`config.mk`:
```
export PLATFORM = sky130hd
export DESIGN_NAME = icache_responder
export DESIGN_NICKNAME = d
export VERILOG_FILES = /design/src/rtl/icache_responder.sv
export SDC_FILE = /design/constraint.sdc
export NUM_CORES = 1
export LEC_CHECK = 0
export CORE_ASPECT_RATIO = 1.75
export CORE_MARGIN = 3
export CORE_UTILIZATION = 55
export DETAILED_ROUTE_END_ITERATION = 10
export GPL_TIMING_DRIVEN = 0
export HOLD_SLACK_MARGIN = 0.05
export PLACE_DENSITY = 0.74
export REMOVE_ABC_BUFFERS = 1
export SETUP_SLACK_MARGIN = 0.15
export SLEW_MARGIN = 20
export SYNTH_ARGS = -nofsm -noshare
export SYNTH_HDL_FRONTEND = slang
export SYNTH_SLANG_ARGS = --single-unit
```
`constraint.sdc`:
```
create_clock -name CLK -period 8.8 [get_ports CLK]
set_input_delay 1.76 -clock CLK [delete_from_list [all_inputs] [get_ports CLK]]
set_output_delay 1.76 -clock CLK [all_outputs]
set_load 0.05 [all_outputs]
```
`src/rtl/icache_responder.sv`:
```
// Direct-mapped, one-word-per-frame instruction cache answering the fetch stage.
// Misses fetch one word from RAM and fill the frame; hit/miss counters saturate.
module icache_responder #(
  parameter int SETS  = 16,
  parameter int CNT_W = 32
) (
  input  logic             CLK,
  input  logic             RST,
  input  logic             imemREN,
  input  logic [31:0]      imemaddr,
  input  logic             halt,
  input  logic             iflush,
  output logic             ihit,
  output logic [31:0]      imemload,
  output logic             iREN,
  output logic [31:0]      iaddr,
  input  logic [31:0]      iload,
  input  logic             iwait,
  output logic [CNT_W-1:0] hit_cnt,
  output logic [CNT_W-1:0] miss_cnt
);

  localparam int IDX   = $clog2(SETS);
  localparam int TAG_W = 30 - IDX;

  typedef enum logic {IDLE, FETCH} state_e;

  state_e             state_q, state_d;
  logic [SETS-1:0]    valid_q, valid_d;
  logic [TAG_W-1:0]   tag_q  [SETS];
  logic [TAG_W-1:0]   tag_d  [SETS];
  logic [31:0]        data_q [SETS];
  logic [31:0]        data_d [SETS];
  logic [31:0]        miss_addr_q, miss_addr_d;
  logic [CNT_W-1:0]   hit_cnt_q, hit_cnt_d;
  logic [CNT_W-1:0]   miss_cnt_q, miss_cnt_d;

  logic [IDX-1:0]     req_idx, fill_idx;
  logic [TAG_W-1:0]   req_tag, fill_tag;
  logic               req, hit, fill;
  logic               unused_byte_bits;

  assign req_idx          = imemaddr[IDX+1:2];
  assign req_tag          = imemaddr[31:IDX+2];
  assign fill_idx         = miss_addr_q[IDX+1:2];
  assign fill_tag         = miss_addr_q[31:IDX+2];
  assign unused_byte_bits = ^imemaddr[1:0];

  assign req  = imemREN && !halt;
  assign hit  = (state_q == IDLE) && req && valid_q[req_idx] && (tag_q[req_idx] == req_tag);
  assign fill = (state_q == FETCH) && !iwait;

  always_ff @(posedge CLK) begin
    if (RST) state_q <= IDLE;
    else     state_q <= state_d;
  end

  always_comb begin
    state_d = state_q;
    case (state_q)
      IDLE:    if (req && !hit) state_d = FETCH;
      FETCH:   if (!iwait)      state_d = IDLE;
      default: state_d = IDLE;
    endcase
  end

  always_comb begin
    ihit     = hit;
    imemload = hit ? data_q[req_idx] : 32'h0;
    iREN     = (state_q == FETCH);
    iaddr    = (state_q == FETCH) ? miss_addr_q : 32'h0;
    hit_cnt  = hit_cnt_q;
    miss_cnt = miss_cnt_q;
  end

  // Flush is applied after the fill so a coincident flush leaves the frame invalid.
  always_comb begin
    valid_d     = valid_q;
    tag_d       = tag_q;
    data_d      = data_q;
    miss_addr_d = miss_addr_q;
    hit_cnt_d   = hit_cnt_q;
    miss_cnt_d  = miss_cnt_q;
    if (hit && (hit_cnt_q != '1))
      hit_cnt_d = hit_cnt_q + CNT_W'(1);
    if ((state_q == IDLE) && req && !hit) begin
      miss_addr_d = {imemaddr[31:2], 2'b00};
      if (miss_cnt_q != '1)
        miss_cnt_d = miss_cnt_q + CNT_W'(1);
    end
    if (fill) begin
      valid_d[fill_idx] = 1'b1;
      tag_d[fill_idx]   = fill_tag;
      data_d[fill_idx]  = iload;
    end
    if (iflush)
      valid_d = '0;
  end

  always_ff @(posedge CLK) begin
    if (RST) begin
      valid_q     <= '0;
      miss_addr_q <= '0;
      hit_cnt_q   <= '0;
      miss_cnt_q  <= '0;
    end else begin
      valid_q     <= valid_d;
      miss_addr_q <= miss_addr_d;
      hit_cnt_q   <= hit_cnt_d;
      miss_cnt_q  <= miss_cnt_d;
    end
  end

  always_ff @(posedge CLK) begin
    tag_q  <= tag_d;
    data_q <= data_d;
  end

endmodule
```
==> run metrics, run 1 <==
Worst Setup End Kind=output pin; Cells after Synth=approximately 2200; static leakage=0.0157 µW; final WL=around 99000 µm; Logic pwr share=0.047; Final setup viols=0; Boundary Pins=200; power share of the clock group=0.411; Residual DRC=0; Initial Util=0.558; critical path class=primary input to output pin; Hold Buf Count CTS=0; WP data arrival=around 6700 ps; Startpoint Class=primary input; Slew HR=0.311; Pwr Density=204 nW/µm²; part of the power in registers=0.542; switching share of power=0.203; Yosys top cell area share=0.672; crit share post-route=0.963; RSZ-0062 raised after global routing=no; clk buf depth=3; number of nets in the layout=between 2000 and 3000; IO Port Bufs=slightly below 200; grt ovf=0; flop and latch count out of synthesis=1039; EDFF count, synth=around 930; Final ANT Viol Nets=0; CTS buffer count=89; status=complete, no violations; htree depth=3; DR iter-0 viols=between 2000 and 2500; Synth area leaders=edfxtp_1, mux4_2, dfxtp_1; row count=132; max_cap viols=0; Fill cells=between 4000 and 5000; Max Freq=118 MHz; Synthesis Warnings=0; Synth Flop Type=edfxtp_1; Post-CTS Setup Bufs=0; Reg2Reg Depth=9; count leader, synth=edfxtp_1; sequential-to-total area share from yosys stat=0.725; max-slew violation count=0; Root Driver=clkbuf_16; routability cong.=roughly 0.83; Synth top cells by count=edfxtp_1, mux4_2, mux2i_1; worst vdd ir=0.145 mV; clock sinks=1039; Cells after DPL=3314; die height=369 µm; DRT Pass-1 Iters=5; post-place setup slack=-368 ps; final worst slack=328 ps; Switch Pwr=2020 µW; DR WL/cell=between 20 and 30 µm; final setup TNS=0 ps; CP max FO=74; share of cells above drive strength 1=0.218; initial antenna violation count=7; synthesized area=41500 µm²; CTS tree=done; worst skew pair latency=650 ps; DPL Wire Length=63600 µm; Worst-Margin Slew=slightly above 1000 ps; fraction of registers with async set or reset after synthesis=0; area grow syn2layout=18.2%; vias=22500; gr usage total=0.256; die area=78900 µm²; Layout Skew=15.2 ps; syn avg cell area=18.9 µm²; Final Cell Area=49100 µm²; Area after DPL=46000 µm²; first-pass GRT wire length=roughly 150000 µm; CTS clk-pin slew, worst paths=60 ps; Cell Int Power=7970 µW; Avg Vias per Cell=6.45; Synth cell types=71; core box area=around 74000 µm²; post-route insts no fill=3482; Final Hold Vio Count=0; hold crit path type=flip-flop to flip-flop; Worst Path Required=between 7000 and 8000 ps; Hold Path Stages=1; largest net degree at the start of global routing=just under 100; final worst path period need=between 8000 and 9000 ps; Die Span X=between 200 and 250 µm; largest area contributor in the netlist=edfxtp_1; vias in the first global route=23400
## per-layer routing
metal  track usage  share of wire  vias to the layer above  wire, µm
met1         0.332           0.37                    11700     36700
met2         0.437           0.52                     1067     51700
met3        0.0469          0.074                      225      7370
met5             0        0.00013                        -        13
li1              -              -                     9490         -
met4        0.0913          0.035                        2      3450
## power by group through the flow
stage	clock [µW]	sequential [µW]	combinational, µW
detailed placement	0	5520	462
finish	4110	5410	467
global route	4360	5420	495
CTS	4180	5410	467
floorplan	0	5510	224
global placement	0	5520	565
## cell families after synthesis
logic type	synth area share
DFF	0.725
and+or+nand+nor	0.0521
muxes	0.164
AOI/OAI and AO/OA	0.0343
buffers and inverters	0.0182
xor gates and xnor gates	0.00507
adders and majority gates	0.000603
other	0.0000904
## stage by stage
step / hold WS, ps / util / total power, µW
2_1_floorplan: 435 / - / 5740
3_3_place_gp: 441 / 0.592 / 6090
3_5_place_dp: 456 / 0.618 / 5980
4_1_cts: 470 / 0.660 / 10100
5_1_grt: 493 / 0.660 / 10300
6_report: 466 / 0.660 / 9990
## area by class of cell
| class | instances | area [µm²] | share of cell area |
|---|---|---|---|
| multi-input cells | 1004 | 10800 | 0.220 |
| flip-flops and latches | 1039 | 30100 | 0.613 |
| well taps | 938 | 1170 | 0.0239 |
| clock buffers | 112 | 2380 | 0.0486 |
| clock inverters | 49 | 679 | 0.0139 |
| repair buffers | 299 | 3790 | 0.0772 |
| diodes | 5 | 12.5 | 0.000255 |
| inverters | 36 | 140 | 0.00286 |
## path summary, 6_finish.rpt
kind	startpoint	to	slack, ps
hold reg to reg	valid_q[7]	valid_q[7]	470
setup reg to reg	tag_q[313]	miss_cnt[3]	4750
hold / removal	valid_q[7]	valid_q[7]	470
setup / recovery	imemaddr[4]	imemload[22]	330
## critical path, stage by stage
cell             delay [ps]
buf_8                   150
buf_16                  380
buf_16                  380
mux4_2                  570
mux2i_1                 210
xor2_1                  440
mux2i_1                 160
or4_4                   600
a21oi_1                 170
nand3_2                 210
buf_12                  230
inv_2                   280
buf_12                  240
and2_1                  230
clkdlybuf4s15_2         390
## what timing repair did
item / CTS / global route
hold endpoints to repair: 0 / 0
gates resized for setup: 58 / 20
gates cloned: 1 / 1
endpoints found under the setup margin: 33 / 26
## layout by cell type, fill, tap and decap left out, drive strengths merged, types with 10 or more instances in the layout
master and n:
edfxtp 928, mux4 236, clkdlybuf4s50 158, mux2i 128
clkbuf 126, dfxtp 111, buf 107, nor2 84
and2 69, a21oi 62, nand2 41, inv 40
nand3 33, clkinv 28, a22oi 25, and3 24
or4 22, nor2b 20, mux2 20, nand4 19
o31ai 19, o21a 17, bufinv 15, nor3 15
o21ai 14, xor2 13, or3 11, xnor2 11
clkdlybuf4s15 10
## sequential cells by signal, summed over array words and instances (netlist names)
register	count
data_q	512
valid_q	16
tag_q	416
miss_addr_q	30
iREN	1
miss_cnt	32
hit_cnt	32
Power figures use the tool's default switching activity.
==> inputs of run 2 (changes only) <==
Settings changed: CORE_MARGIN 3 to 2.
==> run 2 against run 1 <==
Largest power group unchanged. Largest cell class unchanged. Critical path type unchanged. Design area barely moved. Wire length rose by 0.34%. Die area decreased by 1.5%. Cell count is 0.29% higher. Sequential power about the same. Core utilization down 0.51 points. Sequential share of layout area about the same. Non-clock buffer count grew 1. Maximum frequency grew 0.39%. Count of clock-buffer cells in the layout rose by 2.
==> run metrics, run 2 (synthesis results as in run 1) <==
status=complete, no violations; clk buf depth=3 (unchanged); number of nets in the layout=2543 (+0.079%); DPL Wire Length=63600 µm (about the same); CTS buffer count=90 (+1.1%); vias in the first global route=23100 (-1.1%); Fill cells=4890 (+1.8%); die height=367 µm (-0.54%); core box area=74900 µm² (+0.76%); max_cap viols=0 (unchanged); n_diodes=0 (-5); worst skew pair latency=680 ps (+30 ps); Worst Path Required=7040 ps (about the same); Startpoint Class=primary input; RSZ-0062 raised after global routing=no; Root Driver=clkbuf_16; Pwr Density=202 nW/µm² (-0.76%); IO Port Bufs=195 (unchanged); Logic pwr share=0.047 (about the same); DR WL/cell=28.5 µm (about the same); routability cong.=0.898 (+8.4%); Cells after DPL=3323 (+0.27%); WP data arrival=6680 ps (-30 ps); DR iter-0 viols=2619 (+7.6%); row count=133 (+0.76%); power share of the clock group=0.407 (-0.004); area grow syn2layout=18.2% (about the same); crit share post-route=0.959 (-0.00374); Final ANT Viol Nets=0 (unchanged); htree depth=3 (unchanged); DRT Pass-1 Iters=5 (unchanged); Cell Int Power=7830 µW (-1.7%); largest reg by FF count=data_q; commonest non-fill, non-tap cell in the layout=edfxtp_1; CTS clk-pin slew, worst paths=60 ps (about the same); Power Total=9910 µW (-0.79%); initial antenna violation count=5 (-2); die area=77700 µm² (-1.5%); CTS tree=done; Initial Util=0.554 (-0.00420); Residual DRC=0 (unchanged); static leakage=0.0157 µW (-0.13%); first-pass GRT wire length=148000 µm (about the same); max reg flops=512 (unchanged); post-route insts no fill=3492 (+0.29%); Switch Pwr=2080 µW (+2.7%); Final Hold Vio Count=0 (unchanged); Final setup viols=0 (unchanged); gr usage total=0.263 (+0.00650); Post-CTS Setup Bufs=0 (unchanged); Max Freq=118 MHz (+0.39%); Worst-Margin Slew=1040 ps (+10.2 ps); Avg Vias per Cell=6.42 (-0.44%); final worst path period need=8440 ps (-32.9 ps); Boundary Pins=200 (unchanged); most frequent cells in the layout=edfxtp_1, mux4_2, clkdlybuf4s50_1; Slew HR=0.304 (-0.00679); final WL=99600 µm (+0.34%); switching share of power=0.210 (+0.00703); biggest regs=data_q (512), tag_q (416); Layout Skew=28.0 ps (+12.8 ps); Die Span X=212 µm (-0.94%); vias=22400 (-0.16%); hold crit path type=flip-flop to flip-flop; largest net degree at the start of global routing=93 (-4.1%); critical path class=primary input to output pin; Worst Setup End Kind=output pin; part of the power in registers=0.546 (+0.004); grt ovf=0 (unchanged); max-slew violation count=0 (unchanged); CP max FO=70 (-5.4%); worst vdd ir=0.174 mV (+20%); share of cells above drive strength 1=0.215 (-0.00304); clock sinks=1039 (unchanged)
[run 2: changes by cell type in the layout (fill, tap and decap cells not counted), moves of 4 or more]
cell	delta
clkdlybuf4s15_2	-10
buf_16	+6
clkdlybuf4s50_1	+6
clkinv_2	+6
bufinv_16	-5
clkdlybuf4s15_1	+5
clkinvlp_4	+5
diode_2	-5
buf_12	-4
buf_6	-4
clkbuf_2	-4
dlygate4sd2_1	+4
[run 2: repair_timing]
action                     4_1_cts  5_1_grt
gates cloned                     1        0
gates resized for setup         27       24
setup endpoints to repair       26       15
hold buffers                     0        0
[run 2: power by group through the flow]
stage	Combinational, µW	Sequential [µW]	Clock [µW]
final	467	5410	4030
after global routing	496	5420	4260
after CTS	469	5410	4090
after detailed placement	464	5520	0
after global placement	567	5520	0
after floorplan	224	5510	0
[run 2: critical path, cell delays in order]
cell           delay, ps
buf_8                140
buf_16               400
buf_16               290
mux4_2               540
mux2i_1              260
xor2_2               320
mux2i_1              130
or4_4                610
a21oi_1              220
nand3_2              310
buf_12               290
inv_2                230
buf_12               240
and2_1               160
dlygate4sd2_1        560
[run 2: area by class of cell]
type	instances	area, µm²	area share
Timing Repair Buffer	300	3840	0.0783
Clock buffer	114	2390	0.0488
Tap cell	945	1180	0.0241
Multi-Input combinational cell	1004	10800	0.220
Clock inverter	54	593	0.0121
Inverter	36	140	0.00286
Sequential cell	1039	30100	0.614
[run 2: final timing paths]
kind / from / slack, ps / depth (start not counted) / endpoint
worst max-delay path: imemaddr[4] / 360 / 15 / imemload[30]
worst min-delay path: valid_q[6] / 460 / 1 / valid_q[6]
worst max register to register: tag_q[229] / 4650 / 9 / miss_cnt[3]
worst min register to register: valid_q[6] / 460 / 1 / valid_q[6]
[run 2: layer usage]
layer	wire, µm	global-route usage
met5	62	0
met4	3320	0.0994
met3	7070	0.0441
met2	51500	0.446
met1	37700	0.342
[run 2: metrics by stage]
stage	hold WS [ps]	area, µm²	utilization	setup slack, ps	TNS [ps]
global placement	442	44000	0.588	-14750	-2940470
global route	487	49000	0.655	151	0
CTS	465	49100	0.655	260	0
finish	461	49000	0.655	361	0
detailed placement	450	46100	0.615	-274	-4270
floorplan	435	40900	-	1190	0
==> inputs of run 3 (changes only) <==
Settings changed: CORE_MARGIN 2 to 8.
==> run 3 against run 2 <==
Critical path depth shrank 2. Clock power increased by 2%. Combinational power about the same. Sequential share of layout area fell by 0.23 points. Via count is 0.41% higher. Total power up 0.70%. First-iteration DRC count decreased by 16%. Sequential power about the same. Clock skew increased by 2.9 ps. Setup slack better by 71 ps. Flip-flop and latch count unchanged.
==> run metrics, run 3 (synthesis results as in run 1) <==
row count=133 (unchanged); first-pass GRT wire length=149000 µm (+0.27%); Boundary Pins=200 (unchanged); max-slew violation count=0 (unchanged); Hold Buf Count CTS=0 (unchanged); Power Total=9980 µW (+0.70%); critical path class=primary input to output pin; initial antenna violation count=9 (+4); slowest CP cell=clkdlybuf4s50_1; Final Cell Area=49200 µm² (+0.38%); CTS buffer count=89 (-1.1%); final WL=101000 µm (+1.5%); Area after DPL=46000 µm² (about the same); grt ovf=0 (unchanged); routability cong.=0.817 (-9.1%); hold crit path type=flip-flop to flip-flop; Startpoint Class=primary input; RSZ-0062 raised after global routing=no; status=complete, no violations; final worst path period need=8370 ps (-71.3 ps); Final setup viols=0 (unchanged); Avg Vias per Cell=6.45 (+0.35%); Final Hold Vio Count=0 (unchanged); worst skew pair latency=660 ps (-20 ps); die area=84800 µm² (+9.1%); most frequent cells in the layout=edfxtp_1, mux4_2, clkdlybuf4s50_1; crit share post-route=0.951 (-0.00810); worst vdd ir=0.166 mV (-4.8%); WP data arrival=6610 ps (-70 ps); IO Port Bufs=195 (unchanged); CP Cell Sequence=buf_8 > buf_16 > mux4_2 > mux4_2 > xnor2_1 > nand4bb_1 > nor2_1 > nand3_2 > buf_12 > inv_2 > buf_12 > and2_1 > clkdlybuf4s50_1; Cells after DPL=3321 (-0.060%); area grow syn2layout=18.6%; max incr delay on CP=800 ps (+190 ps); htree depth=3 (unchanged); die height=379 µm (+3.3%); Pwr Density=203 nW/µm² (+0.32%); DR WL/cell=28.9 µm (+1.4%); CP max FO=74 (+5.7%); hold_ws=470 ps (+9.36 ps); final worst slack=432 ps (+71.3 ps); CP Depth=13 (-2); DPL Wire Length=65500 µm (+3.1%); gr usage total=0.237 (-0.0259); CP bufs+invs=6 (-1); commonest non-fill, non-tap cell in the layout=edfxtp_1; post-route insts no fill=3494 (+0.057%); Worst Setup End Kind=output pin; vias in the first global route=23300 (+0.86%); Die Span X=224 µm (+5.7%); biggest regs=data_q (512), tag_q (416); vias=22500 (+0.41%); Max Freq=120 MHz (+0.85%); largest net degree at the start of global routing=87 (-6.5%); DR iter-0 viols=2198 (-16%); CP delay by family, top=buffers and inverters; CTS tree=done; static leakage=0.0160 µW (+2.2%); Worst-Margin Slew=967 ps (-76.2 ps); core box area=74900 µm² (unchanged); share of cells above drive strength 1=0.211 (-0.00407); Root Driver=clkbuf_16; Fill cells=4931 (+0.84%); clock sinks=1039 (unchanged); Final ANT Viol Nets=0 (unchanged); number of nets in the layout=2543 (unchanged); Worst Path Required=7040 ps (about the same); CTS clk-pin slew, worst paths=70 ps (about the same); largest reg by FF count=data_q; DRT Pass-1 Iters=6 (+1); Slew HR=0.353 (+0.0492); max_cap viols=0 (unchanged); clk buf depth=3 (unchanged); max reg flops=512 (unchanged); Hold Path Stages=1 (unchanged); Reg2Reg Depth=9 (unchanged); Layout Skew=30.9 ps (+2.89 ps); post-place setup slack=-18.2 ps (+256 ps); Residual DRC=0 (unchanged); Initial Util=0.554 (unchanged)
## run 3: changes by cell type in the layout (fill, tap and decap cells not counted), sizes merged, moves of 3 or more
cell | before | now
clkinv | 32 | 26
clkdlybuf4s50 | 164 | 167
bufinv | 10 | 13
dlygate4sd2 | 11 | 1
diode | 0 | 5
clkbuf | 123 | 115
clkdlybuf4s15 | 5 | 0
dlymetal6s2s | 1 | 22
## run 3: routing by layer
layer / track usage / wire, µm / vias to the layer above
met2: 0.422 / 53300 / 1034
met5: 0 / 48 / -
met4: 0.0900 / 3430 / 8
met1: 0.286 / 37100 / 11700
li1: - / - / 9497
met3: 0.0422 / 7290 / 234
## run 3: worst paths after layout
| kind | start | end | slack [ps] |
|---|---|---|---|
| hold reg to reg | valid_q[0] | valid_q[0] | 470 |
| setup reg to reg | tag_q[1] | miss_cnt[3] | 4800 |
| hold / removal | valid_q[0] | valid_q[0] | 470 |
| setup / recovery | imemaddr[4] | imemload[4] | 430 |
## run 3: power by group
group / switching, µW / internal (µW)
Sequential: 34.2 / 5380
Combinational: 254 / 211
Clock: 1750 / 2350
## run 3: worst reg2reg max path: stages, from the launching register on
cell and delay (ps):
edfxtp_1 370, mux4_2 470, mux2i_1 220, xor2_1 410, mux2i_1 140, or4_4 570
a2111oi_4 630, a21bo_1 660, nor3_1 130, mux2_1 330
## run 3: layout make-up
type	count	area [µm²]	area share
clock buffer	114	2430	0.0494
clock inverter	50	627	0.0127
timing repair buffer	301	3950	0.0802
multi-input combinational	1004	10800	0.219
antenna	5	12.5	0.000254
inverter	36	144	0.00292
tap	945	1180	0.0240
sequential	1039	30100	0.611
## run 3: what timing repair did
action                                  in CTS  in global routing
setup buffers                                0                  3
endpoints found under the setup margin      25                 26
cloned                                       0                  1
gates resized for setup                      2                 24
## run 3: stage by stage
step            util  setup TNS (ps)
6_report       0.657               0
5_1_grt        0.657               0
4_1_cts        0.656               0
3_5_place_dp   0.615           -18.2
3_3_place_gp   0.588        -3011740
2_1_floorplan      -               0
